[src/rtl/alu_exec_ctrl.sv]
// Execute-stage ALU: decodes alu_op/funct3/funct7 into a 4-bit control code, runs
// single-cycle ops in one cycle and MUL as an XLEN-cycle shift-add, and presents a
// registered result behind valid/ready handshakes on both sides.
module alu_exec_ctrl #(
  parameter int unsigned XLEN   = 32,
  parameter bit          MUL_EN = 1'b1
) (
  input  logic            clk,
  input  logic            rst_n,
  input  logic            in_valid,
  output logic            in_ready,
  input  logic [1:0]      alu_op,
  input  logic [2:0]      funct3,
  input  logic            funct7_5,
  input  logic            funct7_0,
  input  logic [XLEN-1:0] op_a,
  input  logic [XLEN-1:0] op_b,
  output logic            out_valid,
  input  logic            out_ready,
  output logic [XLEN-1:0] result,
  output logic            zero,
  output logic [3:0]      alu_ctrl,
  output logic            illegal,
  output logic            busy
);

  localparam int unsigned SW = $clog2(XLEN);

  localparam logic [3:0] CtrlAnd  = 4'b0000;
  localparam logic [3:0] CtrlOr   = 4'b0001;
  localparam logic [3:0] CtrlAdd  = 4'b0010;
  localparam logic [3:0] CtrlSll  = 4'b0011;
  localparam logic [3:0] CtrlSrl  = 4'b0100;
  localparam logic [3:0] CtrlSra  = 4'b0101;
  localparam logic [3:0] CtrlSub  = 4'b0110;
  localparam logic [3:0] CtrlXor  = 4'b0111;
  localparam logic [3:0] CtrlSlt  = 4'b1000;
  localparam logic [3:0] CtrlSltu = 4'b1001;
  localparam logic [3:0] CtrlMul  = 4'b1010;
  localparam logic [3:0] CtrlIll  = 4'b1111;

  typedef enum logic [1:0] {StIdle, StMul, StDone} state_e;

  state_e          state_q, state_d;
  logic [3:0]      dec_ctrl;
  logic            dec_mul;
  logic            accept;
  logic            mul_last;
  logic [XLEN-1:0] exec_res;
  logic [SW-1:0]   shamt;
  logic [XLEN-1:0] acc_q, mcand_q, mplier_q, acc_next;
  logic [SW-1:0]   cnt_q;
  logic [XLEN-1:0] result_q;
  logic            zero_q, illegal_q;
  logic [3:0]      alu_ctrl_q;

  // Decode the instruction fields into the control code.
  always_comb begin
    dec_ctrl = CtrlIll;
    unique case (alu_op)
      2'b00: dec_ctrl = CtrlAdd;
      2'b01: dec_ctrl = CtrlSub;
      2'b10: begin
        if (funct7_0) begin
          if (funct3 == 3'b000 && MUL_EN) dec_ctrl = CtrlMul;
        end else begin
          unique case (funct3)
            3'b000: dec_ctrl = funct7_5 ? CtrlSub : CtrlAdd;
            3'b111: dec_ctrl = CtrlAnd;
            3'b110: dec_ctrl = CtrlOr;
            3'b100: dec_ctrl = CtrlXor;
            3'b001: dec_ctrl = CtrlSll;
            3'b101: dec_ctrl = funct7_5 ? CtrlSra : CtrlSrl;
            3'b010: dec_ctrl = CtrlSlt;
            3'b011: dec_ctrl = CtrlSltu;
            default: dec_ctrl = CtrlIll;
          endcase
        end
      end
      default: dec_ctrl = CtrlIll;
    endcase
  end

  assign dec_mul = (dec_ctrl == CtrlMul);
  assign shamt   = op_b[SW-1:0];

  // Single-cycle datapath; MUL and illegal ops produce 0 here.
  always_comb begin
    exec_res = '0;
    unique case (dec_ctrl)
      CtrlAdd:  exec_res = op_a + op_b;
      CtrlSub:  exec_res = op_a - op_b;
      CtrlAnd:  exec_res = op_a & op_b;
      CtrlOr:   exec_res = op_a | op_b;
      CtrlXor:  exec_res = op_a ^ op_b;
      CtrlSll:  exec_res = op_a << shamt;
      CtrlSrl:  exec_res = op_a >> shamt;
      CtrlSra:  exec_res = $unsigned($signed(op_a) >>> shamt);
      CtrlSlt:  exec_res = {{(XLEN-1){1'b0}}, ($signed(op_a) < $signed(op_b))};
      CtrlSltu: exec_res = {{(XLEN-1){1'b0}}, (op_a < op_b)};
      default:  exec_res = '0;
    endcase
  end

  assign in_ready = (state_q == StIdle) | ((state_q == StDone) & out_ready);
  assign accept   = in_valid & in_ready;
  assign mul_last = (state_q == StMul) && (cnt_q == SW'(XLEN - 1));
  assign acc_next = mplier_q[0] ? (acc_q + mcand_q) : acc_q;

  // Next-state logic.
  always_comb begin
    state_d = state_q;
    unique case (state_q)
      StIdle: if (accept) state_d = dec_mul ? StMul : StDone;
      StMul:  if (mul_last) state_d = StDone;
      StDone: begin
        if (out_ready) begin
          if (accept) state_d = dec_mul ? StMul : StDone;
          else        state_d = StIdle;
        end
      end
      default: state_d = StIdle;
    endcase
  end

  // State register.
  always_ff @(posedge clk) begin
    if (!rst_n) state_q <= StIdle;
    else        state_q <= state_d;
  end

  // Operand capture, shift-add iteration and output registers.
  always_ff @(posedge clk) begin
    if (!rst_n) begin
      acc_q      <= '0;
      mcand_q    <= '0;
      mplier_q   <= '0;
      cnt_q      <= '0;
      result_q   <= '0;
      zero_q     <= 1'b0;
      illegal_q  <= 1'b0;
      alu_ctrl_q <= 4'b0000;
    end else if (accept) begin
      alu_ctrl_q <= dec_ctrl;
      illegal_q  <= (dec_ctrl == CtrlIll);
      if (dec_mul) begin
        acc_q    <= '0;
        mcand_q  <= op_a;
        mplier_q <= op_b;
        cnt_q    <= '0;
      end else begin
        result_q <= exec_res;
        zero_q   <= (exec_res == '0);
      end
    end else if (state_q == StMul) begin
      // One multiplier bit per cycle, LSB first.
      acc_q    <= acc_next;
      mcand_q  <= mcand_q << 1;
      mplier_q <= mplier_q >> 1;
      cnt_q    <= cnt_q + SW'(1);
      if (mul_last) begin
        result_q <= acc_next;
        zero_q   <= (acc_next == '0);
      end
    end
  end

  assign out_valid = (state_q == StDone);
  assign busy      = (state_q == StMul);
  assign result    = result_q;
  assign zero      = zero_q;
  assign alu_ctrl  = alu_ctrl_q;
  assign illegal   = illegal_q;

endmodule

[config.mk]
export PLATFORM = sky130hd
export DESIGN_NAME = alu_exec_ctrl
export DESIGN_NICKNAME = d
export VERILOG_FILES = /design/src/rtl/alu_exec_ctrl.sv
export SDC_FILE = /design/constraint.sdc
export NUM_CORES = 1
export LEC_CHECK = 0
export CORE_ASPECT_RATIO = 1.1
export CORE_UTILIZATION = 25
export CTS_BUF_LIST = sky130_fd_sc_hd__clkbuf_2 sky130_fd_sc_hd__clkbuf_4 sky130_fd_sc_hd__clkbuf_8
export CTS_CLUSTER_SIZE = 12
export DETAILED_ROUTE_END_ITERATION = 10
export GPL_TIMING_DRIVEN = 1
export HOLD_SLACK_MARGIN = 0.05
export SYNTH_ARGS = -nofsm -noshare
export SYNTH_HDL_FRONTEND = slang
export SYNTH_SLANG_ARGS = --single-unit
[constraint.sdc]
create_clock -name clk -period 5.8 [get_ports clk]
set_input_delay 1.74 -clock clk [delete_from_list [all_inputs] [get_ports clk]]
set_output_delay 1.74 -clock clk [all_outputs]
set_load 0.05 [all_outputs]
* Yosys cells after proc, flatten, opt, wreduce, memory -nomap -nowiden
Cells that the tools add are included.
** Word-level totals
- Register bits after elaboration :: 141
- Bits of input ports :: 75
- Output and inout port bits :: 41
- Logic and storage cells :: 98
** Operators by class
- Add/subtract/negate cells :: 4
- Magnitude comparators :: 2
- Eq/ne operators :: 28
- Shifts and indexed selects :: 3
- Multiplexer cells :: 34
- Bitwise operators :: 6
- Reductions and logical operators :: 12
** Operator list (count)
- $mux W32 :: 14
- $pmux W32 S10 :: 1
- $add A32 B32 Y32 :: 2
- $logic_not A32 Y1 :: 2
- $lt A32 B32 Y1 :: 2
- $and A32 B32 Y32 :: 1
- $or A32 B32 Y32 :: 1
- $pmux W4 S8 :: 1
- $shl A32 B5 Y32 :: 1
- $shr A32 B5 Y32 :: 1
- $sshr A32 B5 Y32 :: 1
- $sub A32 B32 Y32 :: 1
- $xor A32 B32 Y32 :: 1
- $eq A4 B3 Y1 const B :: 4
- $eq A4 B4 Y1 const B :: 4
- $mux W5 :: 3
- $eq A3 B3 Y1 const B :: 4
- $pmux W4 S3 :: 1
- $mux W2 :: 5
- $eq A4 B2 Y1 const B :: 2
- $eq A3 B2 Y1 const B :: 2
- $mux W3 :: 2
- $ne A2 B2 Y1 const B :: 3
- $pmux W2 S3 :: 1
- 18 further kinds :: 29

* Depth between registers and ports, before layout
- Depth after elaboration :: 9
- Gate-level depth with buffers :: 18
- Mapped depth without buffers :: 15

* Least setup slack after synthesis
No wires, ideal clock.
- Path kind :: input port to flip-flop
- Start point :: in op_b[1]
- End point :: reg zero_q (netlist: zero)
- Library setup time :: 0.073 ns
- Data arrival time :: 5.775 ns
- Required time :: 5.727 ns
- Setup slack :: -0.048 ns
- Stages on the path :: 16
- Buffers on the path :: 3
- Path through :: inv_2 buf_1 buf_1 clkbuf_1 ha_1 nor3_1 a211o_1 a211oi_2 o31ai_1 a2111o_1 a311oi_1 o31ai_1 a221oi_1 nor2_1 or4_1 o211ai_2
** Between the ends
- Cells in the longest elaborated chain, start to end :: 5
- Elaborated cells on any way between the ends :: 14
- Classes of those cells :: add/sub: 2; order compare: 2; shift: 3; mux: 3; bitwise: 3; reduce/logical: 1
** Ends and longest elaborated chain
- start, declared :: RTL line 17 : input logic [XLEN-1:0] op_b,
- $sub A32 B32 Y32, or another cell as far along :: RTL line 92 : CtrlSub: exec_res = op_a - op_b;
- $pmux W32 S10 * :: RTL line 90 : unique case (dec_ctrl)
- $logic_not A32 Y1 * :: RTL line 153 : zero_q <= (exec_res == '0);
- $mux W1 * :: RTL line 146 : if (dec_mul) begin
- $mux W1 * :: RTL line 143 : end else if (accept) begin
- end signal, assigned :: RTL line 153
- end signal, assigned :: RTL line 163 : zero_q <= (acc_next == '0);
- end, declared :: RTL line 54 : logic zero_q, illegal_q;
Mark *: on every way between the ends. The rest lies on a longest branch, timed or not. The select of a mux whose other input is x is not followed.
A chain may end at the register's enable or synchronous reset.

* Final worst setup path
- Start point :: in op_a[0]
- End point :: reg result_q[0] (netlist: result[0])
** Between the ends
- Cells in the longest elaborated chain, start to end :: 4
- Elaborated cells on any way between the ends :: 13
- Classes of those cells :: add/sub: 2; order compare: 2; shift: 3; mux: 3; bitwise: 3
** Ends and longest elaborated chain
- start, declared :: RTL line 16 : input logic [XLEN-1:0] op_a,
- $sub A32 B32 Y32, or another cell as far along :: RTL line 92
- $pmux W32 S10 * :: RTL line 90
- $mux W32 * :: RTL line 146
- $mux W32 * :: RTL line 143
- end signal, assigned :: RTL line 152 : result_q <= exec_res;
- end signal, assigned :: RTL line 162 : result_q <= acc_next;
- end, declared :: RTL line 53 : logic [XLEN-1:0] result_q;
Marked as above.

==> metrics.txt <==
# TYPE chip_impl_metric gauge
chip_impl_metric{name="cp_data_arrival_time",unit="ps"} 5970
chip_impl_metric{name="antenna_violations_before_repair",unit=""} 3
chip_impl_metric{name="overflow",unit=""} 0
chip_impl_metric{name="timing_max_transition_violations_final",unit=""} 0
chip_impl_metric{name="start_util",unit=""} 0.254
chip_impl_metric{name="timing.final.hold_violations",unit=""} 0
chip_impl_metric{name="maxSlewHeadroom",unit=""} 0.354
chip_impl_metric{name="period_minus_slack",unit="ps"} 5610
chip_impl_metric{name="postCtsHoldBufs",unit=""} 0
chip_impl_metric{name="area_growth",unit="%"} 22.6
chip_impl_info{name="critical_path_class",value="in2reg"} 1
chip_impl_metric{name="grt_use_total",unit=""} 0.224
chip_impl_info{name="result_of_the_run",value="completed"} 1
chip_impl_metric{name="synth_area",unit="mm²"} 0.0180
chip_impl_info{name="mostFrequentLayoutCells",value="sky130_fd_sc_hd__nand2_1, sky130_fd_sc_hd__buf_4, sky130_fd_sc_hd__nor2_1"} 1
chip_impl_metric{name="place.gp.congestion",unit=""} 1.06
chip_impl_metric{name="synth-seq-area-share",unit=""} 0.157
chip_impl_metric{name="number_of_global_route_vias_before_repair",unit=""} 19128
chip_impl_metric{name="synth_cells",unit=""} 2369
chip_impl_metric{name="synth-edff-count",unit=""} 0
chip_impl_info{name="tritoncts",value="yes"} 1
chip_impl_metric{name="avgRoutedWirePerCell",unit="µm"} 23.9
chip_impl_info{name="timing.critical_path.from_type",value="input port"} 1
chip_impl_metric{name="fillers",unit=""} 7656
chip_impl_metric{name="dr.pass1.iters",unit=""} 6
chip_impl_metric{name="postSynthNetCount",unit=""} 2580
chip_impl_metric{name="worst_slew_pin_slew",unit="ps"} 967
chip_impl_metric{name="synthDistinctLibCells",unit=""} 89
chip_impl_metric{name="setup_viol_count_final",unit=""} 0
chip_impl_info{name="cp-end-kind",value="flip-flop"} 1
chip_impl_metric{name="cts_sinks",unit=""} 141
chip_impl_metric{name="first_pass_grt_wire_length",unit="mm"} 125
chip_impl_metric{name="post_cts.resized_instances",unit=""} 0
chip_impl_metric{name="die_x",unit="µm"} 258
chip_impl_metric{name="irDropWorstVdd",unit="mV"} 0.143
chip_impl_metric{name="p_per_area",unit="mW/mm²"} 152
chip_impl_info{name="worst_hold_path_type",value="reg2reg"} 1
chip_impl_metric{name="maxClockFrequency",unit="MHz"} 178
chip_impl_metric{name="synth_warn",unit=""} 0
chip_impl_metric{name="dieArea",unit="mm²"} 0.0730
chip_impl_metric{name="clk_pin_slew_worst_paths",unit="ps"} 90
chip_impl_metric{name="period_share",unit=""} 0.967
chip_impl_metric{name="post-route-worst-setup-slack",unit="ps"} 189
chip_impl_metric{name="io_buffers",unit=""} 115
chip_impl_info{name="rsz0062_at_grt",value="no"} 1
chip_impl_metric{name="dpl.hpwl",unit="mm"} 67.8
chip_impl_metric{name="power",unit="mW"} 3.36
chip_impl_metric{name="fin_util",unit=""} 0.312
chip_impl_metric{name="grt_max_degree",unit=""} 77
chip_impl_info{name="yosys_most_used_dff",value="sky130_fd_sc_hd__dfxtp_1"} 1
chip_impl_metric{name="non_filler_instance_count_after_layout",unit=""} 3516
chip_impl_metric{name="area_inside_the_core_boundary",unit="mm²"} 0.0707
chip_impl_metric{name="io_pins",unit=""} 116
chip_impl_metric{name="totalWireLength",unit="mm"} 84.1
chip_impl_metric{name="cts_max_level",unit=""} 4
chip_impl_metric{name="dpl-instance-area",unit="mm²"} 0.0217
chip_impl_metric{name="remaining_drc_errors",unit=""} 0
chip_impl_metric{name="skew",unit="ps"} 17.1
chip_impl_metric{name="via_count",unit=""} 20321
chip_impl_metric{name="numCtsBuffers",unit=""} 17
chip_impl_metric{name="multiInputGateArea",unit="mm²"} 0.0140
chip_impl_metric{name="fin_nets",unit=""} 2778
chip_impl_metric{name="synthesis.area_per_instance",unit="µm²"} 7.59
chip_impl_metric{name="dr.first_iter.drc_count",unit=""} 2432
chip_impl_metric{name="postSynth.asyncResetShare",unit=""} 0
chip_impl_metric{name="ant_nets",unit=""} 0
chip_impl_metric{name="placementRows",unit=""} 102
chip_impl_metric{name="final_layout_size_suffix_gt1_frac",unit=""} 0.160
chip_impl_info{name="ctsRootBufferMaster",value="sky130_fd_sc_hd__clkbuf_8"} 1
chip_impl_metric{name="worst-path-max-fanout",unit=""} 3
chip_impl_metric{name="detailedPlace.worstSlack",unit="ps"} -176
chip_impl_metric{name="area.sequential",unit="mm²"} 0.00282
chip_impl_info{name="final_common_cell",value="sky130_fd_sc_hd__nand2_1"} 1
chip_impl_metric{name="leakagePower",unit="nW"} 9.46
chip_impl_metric{name="synth.ff_latch_count",unit=""} 141
chip_impl_metric{name="vertical_die_dimension",unit="µm"} 283
chip_impl_metric{name="cts_buffer_depth",unit=""} 2
chip_impl_metric{name="worst-endpoint-required",unit="ps"} 6160
chip_impl_metric{name="cap_viol_max_count",unit=""} 0
chip_impl_metric{name="finalInstanceArea",unit="mm²"} 0.0220
chip_impl_metric{name="clk-insertion-delay-late",unit="ps"} 490
chip_impl_metric{name="placedCellCount",unit=""} 3484
chip_impl_metric{name="via_per_inst",unit=""} 5.78
chip_impl_metric{name="post-cts-setup-buffers",unit=""} 0
==> area by class of cell <==
| class | count | share of cell area |
|---|---|---|
| tap | 936 | 0.0531 |
| clock buffer | 20 | 0.0122 |
| inverter | 109 | 0.0186 |
| timing repair buffer | 377 | 0.150 |
| clock inverter | 11 | 0.00505 |
| multi-input combinational | 1921 | 0.633 |
| sequential | 141 | 0.128 |
| antenna | 1 | 0.000114 |
==> state kept, by name, indices dropped and copies added (netlist names), 2 cells and up <==
register  count
acc_q        32
alu_ctrl      4
cnt_q         5
mcand_q      32
mplier_q     32
result       32
state_q       2
==> synthesized netlist by cell type, drive strengths merged, types with 34 or more instances <==
| library cell | count | share of area |
|---|---|---|
| dfxtp | 141 | 0.16 |
| nor2 | 161 | 0.034 |
| ha | 133 | 0.093 |
| mux2i | 64 | 0.036 |
| nand2 | 256 | 0.053 |
| a211oi | 46 | 0.019 |
| nor3 | 54 | 0.015 |
| o21ai | 109 | 0.030 |
| nand3 | 77 | 0.021 |
| nor2b | 53 | 0.018 |
| o211ai | 104 | 0.044 |
| a21oi | 130 | 0.036 |
| o211a | 73 | 0.041 |
| clkbuf | 153 | 0.032 |
| mux4 | 47 | 0.059 |
| buf | 45 | 0.014 |
| inv | 105 | 0.022 |
| mux2 | 34 | 0.021 |
==> power breakdown <==
part / switching, mW / total, mW / internal, mW
logic: 0.949 / 1.56 / 0.608
registers: 0.0170 / 1.01 / 0.990
clock network: 0.425 / 0.793 / 0.368
==> path summary, 6_finish.rpt <==
kind	cells past startpoint	from	endpoint	slack, ps
setup / recovery	17	op_a[0]	result[0]$_SDFFE_PN0P_	190
hold / removal	2	result[5]$_SDFFE_PN0P_	result[5]$_SDFFE_PN0P_	460
setup reg to reg	12	mcand_q[6]$_SDFFE_PN0P_	zero$_SDFFE_PN0P_	1630
hold reg to reg	2	result[5]$_SDFFE_PN0P_	result[5]$_SDFFE_PN0P_	460
==> kinds of logic after synthesis <==
kind of cell    share of synthesized area
compound gates                      0.330
xor+xnor                           0.0190
fa+ha+maj                          0.0959
buf+inv                            0.0685
flops                               0.157
mux                                 0.116
simple gates                        0.214
==> stage by stage <==
stage | TNS [ps] | hold slack (ps)
global route | 0 | 490
finish | 0 | 464
global placement | -310 | 448
CTS | 0 | 470
floorplan | 0 | 424
detailed placement | -308 | 458
==> per-layer routing <==
layer | wire [µm] | part of all wire | global-route usage
met1 | 36400 | 0.43 | 0.304
met2 | 37700 | 0.45 | 0.357
met3 | 6660 | 0.079 | 0.0356
met4 | 3320 | 0.039 | 0.0808
met5 | 13 | 0.00015 | 0
==> critical path, stage by stage <==
cell	delay, ps
sky130_fd_sc_hd__clkdlybuf4s50_1	480
sky130_fd_sc_hd__inv_1	70
sky130_fd_sc_hd__ha_1	210
sky130_fd_sc_hd__inv_1	70
sky130_fd_sc_hd__fa_1	230
sky130_fd_sc_hd__nor3b_1	390
sky130_fd_sc_hd__o31ai_1	160
sky130_fd_sc_hd__a31oi_1	350
sky130_fd_sc_hd__buf_4	190
sky130_fd_sc_hd__a22oi_1	150
sky130_fd_sc_hd__o31ai_1	520
sky130_fd_sc_hd__nand3_1	140
sky130_fd_sc_hd__a31oi_1	450
sky130_fd_sc_hd__buf_4	200
sky130_fd_sc_hd__nor2_1	30
sky130_fd_sc_hd__o21ai_0	410
sky130_fd_sc_hd__a21boi_0	150
Note: power is estimated with default switching activity, not from simulation.
